### src/rtl/seg_scan_ctrl.sv
// Time-multiplexed scan controller for a common-anode seven-segment display.
// One shared hex decoder, per-slot dead-time, frame-synchronous double buffering.
module seg_scan_ctrl #(
  parameter int unsigned NUM_DIGITS   = 4,
  parameter int unsigned REFRESH_DIV  = 100000,
  parameter int unsigned DEAD_CYCLES  = 2000,
  parameter int unsigned BLINK_FRAMES = 250
) (
  input  logic                    clk,
  input  logic                    rst_n,
  input  logic                    en,
  input  logic                    load,
  input  logic [4*NUM_DIGITS-1:0] digits_in,
  input  logic [NUM_DIGITS-1:0]   dp_in,
  input  logic [NUM_DIGITS-1:0]   blank_in,
  input  logic [NUM_DIGITS-1:0]   blink_in,
  output logic                    upd_pending,
  output logic                    frame_tick,
  output logic [NUM_DIGITS-1:0]   anode,
  output logic [7:0]              cathode
);

  localparam int unsigned CW = $clog2(REFRESH_DIV);
  localparam int unsigned IW = (NUM_DIGITS > 1) ? $clog2(NUM_DIGITS) : 1;
  localparam int unsigned BW = $clog2(BLINK_FRAMES + 1);

  localparam logic [CW-1:0] CNT_MAX = CW'(REFRESH_DIV - 1);
  localparam logic [CW-1:0] DEAD    = CW'(DEAD_CYCLES);
  localparam logic [IW-1:0] IDX_MAX = IW'(NUM_DIGITS - 1);
  localparam logic [BW-1:0] BLK_MAX = BW'(BLINK_FRAMES - 1);

  logic [CW-1:0]           cnt_q, cnt_d;
  logic [IW-1:0]           idx_q, idx_d;
  logic [BW-1:0]           blk_cnt_q, blk_cnt_d;
  logic                    blk_off_q, blk_off_d;
  logic [4*NUM_DIGITS-1:0] pend_dig_q, pend_dig_d, act_dig_q, act_dig_d;
  logic [NUM_DIGITS-1:0]   pend_dp_q, pend_dp_d, act_dp_q, act_dp_d;
  logic [NUM_DIGITS-1:0]   pend_blank_q, pend_blank_d, act_blank_q, act_blank_d;
  logic [NUM_DIGITS-1:0]   pend_blink_q, pend_blink_d, act_blink_q, act_blink_d;
  logic                    upd_q, upd_d;
  logic                    ft_q, ft_d;
  logic [NUM_DIGITS-1:0]   anode_q, anode_d;
  logic [7:0]              cath_q, cath_d;

  logic       frame_end;
  logic       xfer;
  logic       dark;
  logic [3:0] cur_dig;
  logic [6:0] seg;

  assign frame_end = en && (cnt_q == CNT_MAX) && (idx_q == IDX_MAX);
  // While disabled there is no frame boundary to wait for, so pending data moves across at once.
  assign xfer      = upd_q && (frame_end || !en);

  always_comb begin
    cnt_d        = cnt_q;
    idx_d        = idx_q;
    blk_cnt_d    = blk_cnt_q;
    blk_off_d    = blk_off_q;
    pend_dig_d   = pend_dig_q;
    pend_dp_d    = pend_dp_q;
    pend_blank_d = pend_blank_q;
    pend_blink_d = pend_blink_q;
    act_dig_d    = act_dig_q;
    act_dp_d     = act_dp_q;
    act_blank_d  = act_blank_q;
    act_blink_d  = act_blink_q;
    upd_d        = upd_q;
    ft_d         = frame_end;

    if (!en) begin
      cnt_d = '0;
      idx_d = '0;
    end else if (cnt_q == CNT_MAX) begin
      cnt_d = '0;
      idx_d = (idx_q == IDX_MAX) ? '0 : idx_q + 1'b1;
    end else begin
      cnt_d = cnt_q + 1'b1;
    end

    if (frame_end) begin
      if (blk_cnt_q == BLK_MAX) begin
        blk_cnt_d = '0;
        blk_off_d = ~blk_off_q;
      end else begin
        blk_cnt_d = blk_cnt_q + 1'b1;
      end
    end

    if (xfer) begin
      act_dig_d   = pend_dig_q;
      act_dp_d    = pend_dp_q;
      act_blank_d = pend_blank_q;
      act_blink_d = pend_blink_q;
    end

    // A load coinciding with a transfer refills pending, so the flag stays set.
    if (load) begin
      pend_dig_d   = digits_in;
      pend_dp_d    = dp_in;
      pend_blank_d = blank_in;
      pend_blink_d = blink_in;
      upd_d        = 1'b1;
    end else if (xfer) begin
      upd_d = 1'b0;
    end

    cur_dig = act_dig_q[{idx_q, 2'b00} +: 4];
    case (cur_dig)
      4'h0: seg = 7'h3F;
      4'h1: seg = 7'h06;
      4'h2: seg = 7'h5B;
      4'h3: seg = 7'h4F;
      4'h4: seg = 7'h66;
      4'h5: seg = 7'h6D;
      4'h6: seg = 7'h7D;
      4'h7: seg = 7'h07;
      4'h8: seg = 7'h7F;
      4'h9: seg = 7'h6F;
      4'hA: seg = 7'h77;
      4'hB: seg = 7'h7C;
      4'hC: seg = 7'h39;
      4'hD: seg = 7'h5E;
      4'hE: seg = 7'h79;
      default: seg = 7'h71;
    endcase

    dark = (cnt_q < DEAD) || !en || act_blank_q[idx_q]
           || (act_blink_q[idx_q] && blk_off_q);
    if (dark) begin
      anode_d = '1;
      cath_d  = '1;
    end else begin
      anode_d = ~(NUM_DIGITS'(1) << idx_q);
      cath_d  = ~{act_dp_q[idx_q], seg};
    end
  end

  always_ff @(posedge clk or negedge rst_n) begin
    if (!rst_n) begin
      cnt_q        <= '0;
      idx_q        <= '0;
      blk_cnt_q    <= '0;
      blk_off_q    <= 1'b0;
      pend_dig_q   <= '0;
      pend_dp_q    <= '0;
      pend_blank_q <= '0;
      pend_blink_q <= '0;
      act_dig_q    <= '0;
      act_dp_q     <= '0;
      act_blank_q  <= '0;
      act_blink_q  <= '0;
      upd_q        <= 1'b0;
      ft_q         <= 1'b0;
      anode_q      <= '1;
      cath_q       <= '1;
    end else begin
      cnt_q        <= cnt_d;
      idx_q        <= idx_d;
      blk_cnt_q    <= blk_cnt_d;
      blk_off_q    <= blk_off_d;
      pend_dig_q   <= pend_dig_d;
      pend_dp_q    <= pend_dp_d;
      pend_blank_q <= pend_blank_d;
      pend_blink_q <= pend_blink_d;
      act_dig_q    <= act_dig_d;
      act_dp_q     <= act_dp_d;
      act_blank_q  <= act_blank_d;
      act_blink_q  <= act_blink_d;
      upd_q        <= upd_d;
      ft_q         <= ft_d;
      anode_q      <= anode_d;
      cath_q       <= cath_d;
    end
  end

  assign upd_pending = upd_q;
  assign frame_tick  = ft_q;
  assign anode       = anode_q;
  assign cathode     = cath_q;

endmodule
### config.mk
export PLATFORM = sky130hd
export DESIGN_NAME = seg_scan_ctrl
export DESIGN_NICKNAME = d
export VERILOG_FILES = /design/src/rtl/seg_scan_ctrl.sv
export SDC_FILE = /design/constraint.sdc
export NUM_CORES = 1
export LEC_CHECK = 0
export ABC_AREA = 1
export BUFFER_PORTS_ARGS = -buffer_cell sky130_fd_sc_hd__buf_2
export CORE_UTILIZATION = 45
export CTS_CLUSTER_DIAMETER = 200
export CTS_CLUSTER_SIZE = 40
export DETAILED_ROUTE_END_ITERATION = 16
export SYNTH_ARGS = -nofsm -noshare
export SYNTH_HDL_FRONTEND = slang
export SYNTH_SLANG_ARGS = --single-unit
### constraint.sdc
create_clock -name clk -period 2.55 [get_ports clk]
set_input_delay 0.1275 -clock clk [delete_from_list [all_inputs] [get_ports clk]]
set_output_delay 0.1275 -clock clk [all_outputs]
set_load 0.02 [all_outputs]
==> results of run 1 <==
cell families (layout without fill, tap and decap cells):
family,count (synthesis),in the layout,synth area share
AND/OR/NAND/NOR,359,359,0.331
flip-flops,98,98,0.513
buffers and inverters,65,139,0.0601
AO/OA/AOI/OAI,42,42,0.0513
adder cells (fa/ha/maj),13,13,0.0338
XOR/XNOR,6,6,0.0109
worst register-to-register path, stage by stage, from the launching register on:
cell      delay, ns
dfrtp_1        0.36
clkinv_1       0.36
o211ai_1       0.32
nand2_1        0.15
inv_1          0.17
ha_1           0.24
nor2_1         0.07
nor2_1         0.11
o21ai_0        0.09
nand3_1        0.09
layout by cell type, fill, tap and decap left out, types with 3 or more instances in the layout:
cell type | netlist | layout
nor3_1 | 9 | 9
a21oi_1 | 5 | 5
buf_2 | 8 | 44
clkbuf_8 | 0 | 10
nand3_1 | 49 | 49
nand3_2 | 10 | 10
o21ai_1 | 5 | 5
o211ai_1 | 5 | 5
nor2_1 | 45 | 45
nand2_2 | 5 | 5
clkinv_1 | 3 | 3
dfrtp_1 | 86 | 86
nor3b_1 | 3 | 3
nor2_4 | 3 | 3
dlygate4sd3_1 | 0 | 29
nand4_1 | 7 | 7
inv_1 | 40 | 40
buf_4 | 3 | 5
dfstp_2 | 12 | 12
o21ai_0 | 20 | 20
or2_2 | 3 | 3
xor2_1 | 6 | 6
nand2_1 | 218 | 218
ha_1 | 13 | 13
layout make-up:
class                           instances  area [um^2]  share of cell area
Clock buffer                           11          141              0.0251
Clock inverter                          5         77.6              0.0138
Inverter                               44          165              0.0293
Multi-Input combinational cell        420         2050               0.364
Sequential cell                        98         2470               0.437
Tap cell                              136          170              0.0302
Timing Repair Buffer                   79          568               0.101
registers in the layout, indices dropped and copies added, names as in the netlist:
name / cells
pend_dp_q: 4
pend_blank_q: 4
act_dp_q: 4
upd_pending: 1
act_blank_q: 4
anode: 4
blk_off_q: 1
blk_cnt_q: 8
idx_q: 2
cnt_q: 17
pend_dig_q: 16
act_blink_q: 4
pend_blink_q: 4
cathode: 8
act_dig_q: 16
frame_tick: 1
how the worst min path moves through the flow:
stage           from             end  slack [ns]  depth (start not counted)
5_1_grt           en       cnt_q[13]        0.05                          3
2_1_floorplan  rst_n  act_blank_q[0]       -0.17                          0
4_1_cts           en       cnt_q[13]        0.03                          3
6_report          en       cnt_q[13]        0.05                          3
3_5_place_dp   rst_n        cnt_q[7]        0.14                          1
3_3_place_gp   rst_n       cnt_q[10]        0.14                          1
layer usage:
layer  wire length (um)  global-route usage  vias to the layer above
met3                240              0.0284                        7
met4                116              0.0734                        0
met1               4710               0.259                     1752
met2               4260               0.298                       62
li1                   -                   -                     1990
met5                  0                   0                        -
stage by stage:
step           cells  power (W)
6_report         793    0.00320
3_3_place_gp     748    0.00210
2_1_floorplan    583    0.00198
5_1_grt          793    0.00339
4_1_cts          793    0.00325
3_5_place_dp     748    0.00211
report_power, final:
part           total, W  switching, W  internal [W]
logic          0.000373      0.000221      0.000151
clock network   0.00110      0.000519      0.000577
registers       0.00173     0.0000716       0.00166
total           0.00320      0.000812       0.00239
what timing repair did:
item                                   in CTS  in global routing
gates resized for setup                     0                  0
endpoints found under the hold margin      54                  0
hold buffers                               29                  0
==> metrics.yaml, run 1 <==
period_minus_slack_ns: 2.02
p_leak_nw: 2.75
setup_slack_ns: 0.525
cpMaxStageDelayCell: "dfrtp_1"
rsz0062_at_grt: "no"
worst-path-max-fanout: 19
place_area_um2: 5130
synth_edf_count: 0
critPathArrivalTime_ns: 2.33
grt_pass1_wl_um: 16800
routed_wl_um: 9320
drv_cap: 0
via_count: 3811
crit_type: "register to register"
ys_types: 37
setup_viol: 0
synth_nets: 628
place_hpwl_um: 6450
end_kind: "register"
path_common_cell: "nor2_1"
rows: 37
avgSynthCellArea_um2: 8.25
via_per_inst: 4.81
areaGrowthSynthToFinish_pct: 17.3
reg2reg_depth: 9
finalInstanceArea_um2: 5640
async_reset_ff_frac: 1.00
yosys.area.top_type_share: 0.448
holdWs_ns: 0.0507
fin_skew_ns: 0.00917
synth-seq-cells: 98
clockBufferDepth: 2
fmax_ghz: 0.494
drv_slew: 0
path_buf_inv: 2
reg2reg_slack_ns: 0.53
path_clk_slew_ns: 0.09
pre_cts_ws_ns: 0.535
cp_slowest_stage_delay_ns: 0.36
grt_antenna_before_repair: 0
start_kind: "register"
die_x_um: 105
cts_tree: "built"
synthTopCellsByArea: "dfrtp_1, nand2_1, dfstp_2, nand3_1, nor2_1"
synth_area_leader_cell: "dfrtp_1"
die_height_um: 105
dieArea_um2: 11100
rr_startpoint: "idx_q[0]"
peakVddDrop_uv: 284
tns_ns: 0
tightest_slew_ns: 0.810
grt_start_max_net_pins: 61
pin_count: 46
place_congestion: 0.864
cp_top_family: "buffers and inverters"
fin_util: 0.546
diodes: 0
grt_overflow: 0
ys_warn_count: 0
path_depth: 9
post_drt_wl_per_cell_um: 11.8
start_util: 0.466
p_per_area_nw_per_um2: 568
drt-pass1-iter-count: 4
cts_setup_buffers: 0
synth.most_common_cell: "nand2_1"
synth_seq_area_share: 0.513
grt_use_total: 0.188
reg2reg_to: "cathode[0]"
ant_nets: 0
critPathCapture: "cathode[0]"
ys.flop_type: "dfrtp_1"
htreeDepth: 3
hold_viol_final: 0
maxSlewHeadroom: 0.459
io_buffers: 45
drtIter0Drc: 190
min_path_type: "primary input to register"
cts_buffers: 9
drc_errors: 0
final_nets: 697
required_ns: 2.85
synth.cell_area_um2: 4810
cts_sinks: 98
grt_pass1_vias: 3671
clock_latency_ns: 0.36
synth.cells.most_frequent: "nand2_1, dfrtp_1, nand3_1, nor2_1, inv_1"
n_fill_cell: 1010
min_period_over_period: 0.794
synthCells: 583
cp-startpoint: "idx_q[0]"
cp_cell_sequence: "clkinv_1, o211ai_1, nand2_1, inv_1, ha_1, nor2_1, nor2_1, o21ai_0, nand3_1"
cts_root_buf: "clkbuf_8"
fp.coreArea_um2: 10300
status: "finished, final reports clean"
layout-drive-gt1-share: 0.158
No activity file was read; power rests on OpenSTA's default activity.
==> inputs of run 2 (changes only) <==
- clock period: 2.55 -> 2.1 ns (I/O delays scaled with it)
==> run 2 against run 1 <==
Effect of this change: first-iteration DRC count is 5.8% higher; cell area is 0.64% higher; worst setup slack worse by 0.20 ns; highest routed layer unchanged; global-route usage is 1.2 points higher; via count is 1.5% higher; largest power group unchanged; clock power is 15% higher; sequential power is 21% higher; non-clock buffer count is 5 higher; die area stayed put; final cell count is 0.63% higher; clock-buffer cell count is 1 lower; combinational power is 27% higher.
==> metrics.yaml, run 2 (synthesized netlist as in run 1, its figures left out) <==
status: "finished, final reports clean"  # unchanged
end_kind: "register"  # unchanged
pin_count: 46  # unchanged
grt_most_used_layer: "met2"  # unchanged
grt_pass1_vias: 3775  # was 3671
drtIter0Drc: 201  # was 190
grt_util_met2: 0.320  # was 0.298
start_kind: "register"  # unchanged
min_period_over_period: 0.845  # was 0.794
use_met1: 0.266  # was 0.259
io_buffers: 45  # unchanged
via_count: 3869  # was 3811
crit_type: "register to register"  # unchanged
p_per_area_nw_per_um2: 676  # was 568 nW/um^2
final_common_cell: "nand2_1"  # unchanged
cts_sinks: 98  # unchanged
fmax_ghz: 0.564  # was 0.494 GHz
cts_root_buf: "clkbuf_8"  # unchanged
reg2reg_depth: 10  # was 9
post_drt_wl_per_cell_um: 12.4  # was 11.8 um
rsz0062_at_grt: "no"  # unchanged
via_per_inst: 4.85  # was 4.81
place_inst: 752  # was 748
maxSlewHeadroom: 0.415  # was 0.459
routed_wl_um: 9920  # was 9320 um
final_nets: 702  # was 697
finalInstanceArea_um2: 5680  # was 5640 um^2
place_area_um2: 5170  # was 5130 um^2
clock_latency_ns: 0.38  # was 0.36 ns
diodes: 0  # unchanged
hold_viol_final: 0  # unchanged
fin_skew_ns: 0.0104  # was 0.00917 ns
reg_top3: "cnt_q: 17 flops, act_dig_q: 16 flops, pend_dig_q: 16 flops"  # unchanged
grt_antenna_before_repair: 0  # unchanged
rows: 37  # unchanged
instances_no_fill: 798  # was 793
cts_buffers: 9  # unchanged
peakVddDrop_uv: 392  # was 284 uV
grt_use_total: 0.200  # was 0.188
grt_pass1_wl_um: 17600  # was 16800 um
die_x_um: 105  # unchanged
required_ns: 2.40  # was 2.85 ns
grt_overflow: 0  # unchanged
path_clk_slew_ns: 0.10  # was 0.09 ns
htreeDepth: 3  # unchanged
place_congestion: 0.825  # was 0.864
worst-path-max-fanout: 17  # was 19
ant_nets: 0  # unchanged
regMostFlops: "cnt_q"  # unchanged
start_util: 0.466  # unchanged
drv_slew: 0  # unchanged
place_hpwl_um: 6750  # was 6450 um
layout_common_cells: "nand2_1, dfrtp_1, nand3_1, nor2_1, buf_2"  # unchanged
tightest_slew_ns: 0.877  # was 0.810 ns
areaGrowthSynthToFinish_pct: 18.1  # was 17.3%
cts_tree: "built"  # unchanged
drv_cap: 0  # unchanged
tns_ns: 0  # unchanged
reg2reg_slack_ns: 0.33  # was 0.53 ns
setup_viol: 0  # unchanged
drc_errors: 0  # unchanged
layout-drive-gt1-share: 0.165  # was 0.158
fp.coreArea_um2: 10300  # unchanged
clockBufferDepth: 2  # unchanged
dieArea_um2: 11100  # unchanged
period_minus_slack_ns: 1.77  # was 2.02 ns
p_leak_nw: 2.77  # was 2.75 nW
grt_start_max_net_pins: 50  # was 61
die_height_um: 105  # unchanged
cts_resized: 0  # unchanged
reg2reg_to: "cathode[3]"  # was cathode[0]
critPathArrivalTime_ns: 2.07  # was 2.33 ns
min_path_type: "primary input to asynchronous set/reset pin"  # was primary input to register
grt_util_met3: 0.0260  # was 0.0284
drt-pass1-iter-count: 4  # unchanged
rr_startpoint: "idx_q[0]"  # unchanged
largest_register_ffs: 17  # unchanged
run 2: routing by layer:
| metal | vias up | wire length [um] |
|---|---|---|
| met5 | - | 0 |
| met4 | 0 | 231 |
| met3 | 15 | 243 |
| met2 | 72 | 4510 |
| met1 | 1780 | 4940 |
| li1 | 2002 | - |
run 2: final cells by class:
class / instances / area [um^2]
Sequential cell: 98 / 2470
Fill cell: 994 / 4650
Inverter: 44 / 165
Timing Repair Buffer: 84 / 621
Clock inverter: 6 / 65.1
Clock buffer: 10 / 138
Multi-Input combinational cell: 420 / 2050
Tap cell: 136 / 170
run 2: critical path, stage by stage (launching register included):
cell and delay, ns:
dfrtp_1 0.39, buf_4 0.19, o21ai_0 0.23, nand2_1 0.08, nand2_1 0.14, inv_1 0.12
ha_1 0.22, inv_1 0.06, nand2_1 0.05, o211ai_1 0.10, nand3_1 0.10
run 2: worst max-delay path by stage:
stage | to | slack (ns) | startpoint | cells after the start
final | cathode[3] | 0.33 | idx_q[0] | 10
after global routing | cathode[0] | 0.16 | idx_q[1] | 9
after CTS | cathode[3] | 0.31 | idx_q[0] | 10
after detailed placement | cathode[3] | 0.35 | idx_q[0] | 10
after global placement | cathode[3] | 0.42 | idx_q[0] | 9
after floorplan | cathode[0] | 0.23 | idx_q[0] | 12
run 2: metrics by stage:
step | setup WS (ns) | util | hold WS [ns] | total power [W]
2_1_floorplan | 0.226 | - | -0.191 | 0.00241
3_3_place_gp | 0.419 | 0.501 | 0.0511 | 0.00256
3_5_place_dp | 0.346 | 0.501 | 0.0577 | 0.00258
4_1_cts | 0.311 | 0.550 | 0.187 | 0.00389
5_1_grt | 0.161 | 0.550 | 0.216 | 0.00404
6_report | 0.326 | 0.550 | 0.192 | 0.00384
run 2: where the power goes:
group          leakage, nW  total (W)  internal, W  switching (W)
logic                 1.43   0.000473     0.000191       0.000283
clock network        0.103    0.00126     0.000585       0.000675
registers             1.23    0.00210      0.00202      0.0000831
run 2: timing repair:
action,4_1_cts,5_1_grt
endpoints found under the setup margin,0,0
buffers inserted,0,0
endpoints found under the hold margin,55,0
hold buffers,30,0
==> inputs of run 3 (changes only) <==
- clock period: 2.1 -> 1.7 ns (I/O delays scaled with it)
==> run 3 against run 2 <==
Effect of this change: clock-buffer cell count unchanged; hold slack worse by 0.032 ns; power is 29% higher; global-route usage decreased by 0.53 points; non-clock buffer count grew 25; sequential cell count stayed put; routed wire length is 4.4% higher; die area did not move; clock skew shrank 0.0038 ns; critical path depth shrank 1; register-to-register slack got worse by 0.26 ns; critical path type unchanged.
==> metrics.yaml, run 3 (synthesized netlist as in run 1, its figures left out) <==
via_per_inst: 4.85  # about the same
min_period_over_period: 0.959  # was 0.845
setup_viol: 0  # unchanged
maxSlewHeadroom: 0.702  # was 0.415
fp.coreArea_um2: 10300  # unchanged
clock_power_share: 0.343  # was 0.328
clockBufferDepth: 2  # unchanged
start_kind: "register"  # unchanged
layout-drive-gt1-share: 0.219  # was 0.165
p_leak_nw: 2.93  # was 2.77 nW
finalInstanceArea_um2: 6010  # was 5680 um^2
seq_power_share: 0.526  # was 0.548
end_kind: "register"  # unchanged
fmax_ghz: 0.614  # was 0.564 GHz
grt_pass1_vias: 3821  # was 3775
layout_common_cells: "nand2_1, dfrtp_1, nand3_1, nor2_1, buf_2"  # unchanged
htreeDepth: 3  # unchanged
p_comb_frac: 0.131  # was 0.123
io_buffers: 45  # unchanged
drc_errors: 0  # unchanged
place_area_um2: 5250  # was 5170 um^2
pin_count: 46  # unchanged
rsz0062_at_grt: "yes"  # was no
n_fill_cell: 927  # was 994
m1WireLength_um: 4990  # was 4940 um
diodes: 0  # unchanged
p_per_area_nw_per_um2: 822  # was 676 nW/um^2
start_util: 0.466  # unchanged
rows: 37  # unchanged
drt-pass1-iter-count: 5  # was 4
final_common_cell: "nand2_1"  # unchanged
status: "finished, final reports clean"  # unchanged
cts_buffers: 9  # unchanged
grt_pass1_wl_um: 17300  # was 17600 um
drtIter0Drc: 192  # was 201
worst-path-max-fanout: 14  # was 17
place_hpwl_um: 6730  # was 6750 um
p_int_w: 0.00364  # was 0.00280 W
place_inst: 762  # was 752
dr_wl_met3_um: 470  # was 243 um
hold_viol_final: 0  # unchanged
die_height_um: 105  # unchanged
grt_overflow: 0  # unchanged
total_power_w: 0.00494  # was 0.00384 W
routed.top_layer: "met4"  # unchanged
rr_startpoint: "cnt_q[0]"  # was idx_q[0]
cts_tree: "built"  # unchanged
grt_start_max_net_pins: 60  # was 50
switching_share: 0.263  # was 0.271
period_minus_slack_ns: 1.63  # was 1.77 ns
die_x_um: 105  # unchanged
reg2reg_to: "act_dig_q[14]"  # was cathode[3]
regMostFlops: "cnt_q"  # unchanged
clock_latency_ns: 0.37  # was 0.38 ns
instances_no_fill: 825  # was 798
min_path_type: "primary input to asynchronous set/reset pin"  # unchanged
fin_skew_ns: 0.00662  # was 0.0104 ns
wl_met2_um: 4780  # was 4510 um
via_count: 3999  # was 3869
required_ns: 2.01  # was 2.40 ns
drv_cap: 0  # unchanged
tightest_slew_ns: 0.443  # was 0.877 ns
areaGrowthSynthToFinish_pct: 25.1  # was 18.1%
routed_wl_um: 10400  # was 9920 um
grt_use_total: 0.194  # was 0.200
reg2reg_depth: 9  # was 10
path_clk_slew_ns: 0.09  # was 0.10 ns
largest_register_ffs: 17  # unchanged
peakVddDrop_uv: 446  # was 392 uV
critPathArrivalTime_ns: 1.94  # was 2.07 ns
reg2reg_slack_ns: 0.07  # was 0.33 ns
post_drt_wl_per_cell_um: 12.6  # was 12.4 um
grt_antenna_before_repair: 0  # unchanged
holdWs_ns: 0.160  # was 0.192 ns
cts_root_buf: "clkbuf_8"  # unchanged
drv_slew: 0  # unchanged
reg_top3: "cnt_q: 17 flops, act_dig_q: 16 flops, pend_dig_q: 16 flops"  # unchanged
place_congestion: 0.863  # was 0.825
dieArea_um2: 11100  # unchanged
p_switching_w: 0.00130  # was 0.00104 W
final_nets: 729  # was 702
cts_sinks: 98  # unchanged
ant_nets: 0  # unchanged
crit_type: "register to register"  # unchanged
==> run 3: worst max-delay path by stage <==
stage / startpoint / cells after the start / end
after floorplan: idx_q[0] / 12 / cathode[0]
after global placement: cnt_q[0] / 8 / cnt_q[16]
after detailed placement: cnt_q[0] / 9 / cnt_q[16]
after CTS: idx_q[0] / 9 / cathode[0]
after global routing: idx_q[0] / 9 / cathode[0]
final: cnt_q[0] / 9 / act_dig_q[14]
==> run 3: timing repair <==
action | 4_1_cts | 5_1_grt
pin swaps | 0 | 7
endpoints found under the hold margin | 115 | 0
setup endpoints to repair | 2 | 53
resized for setup | 2 | 28
gates cloned | 0 | 4
hold buffers | 30 | 0
setup buffers | 0 | 13
==> run 3: power groups by stage <==
stage                     Clock [W]  Combinational, W  Sequential (W)
after floorplan                   0          0.000366         0.00261
after global placement            0          0.000527         0.00264
after detailed placement          0          0.000543         0.00264
after CTS                   0.00175          0.000596         0.00260
after global routing        0.00183          0.000745         0.00262
final                       0.00169          0.000647         0.00260
==> run 3: layer usage <==
| layer | up-vias | track usage |
|---|---|---|
| met5 | - | 0 |
| met2 | 87 | 0.310 |
| met3 | 10 | 0.0303 |
| met4 | 0 | 0.0946 |
| met1 | 1851 | 0.259 |
| li1 | 2051 | - |
==> run 3: stage by stage <==
stage	worst slack [ns]	util	setup TNS [ns]
after detailed placement	-0.0177	0.509	-0.0177
after floorplan	0.0156	-	0
after global routing	-0.0819	0.582	-0.253
after global placement	-0.00455	0.509	-0.00455
after CTS	0.0238	0.561	0
final	0.0702	0.582	0
==> run 3: worst max-delay path, stage by stage, from the launching register on <==
cell and delay [ns]:
dfrtp_1 0.36, ha_1 0.17, nand2_1 0.10, nor2_4 0.18, nand3_4 0.12, o21bai_4 0.18
buf_6 0.14, clkbuf_16 0.17, nand3_2 0.07, nand2_1 0.08
==> run 3: final cells by class <==
type | instances | area (um^2) | area share
timing repair inverter | 1 | 7.51 | 0.00125
multi-input combinational | 421 | 2130 | 0.354
clock buffer | 10 | 138 | 0.0229
clock inverter | 6 | 88.8 | 0.0148
timing repair buffer | 109 | 841 | 0.140
sequential | 98 | 2470 | 0.411
tap | 136 | 170 | 0.0283
inverter | 44 | 170 | 0.0283
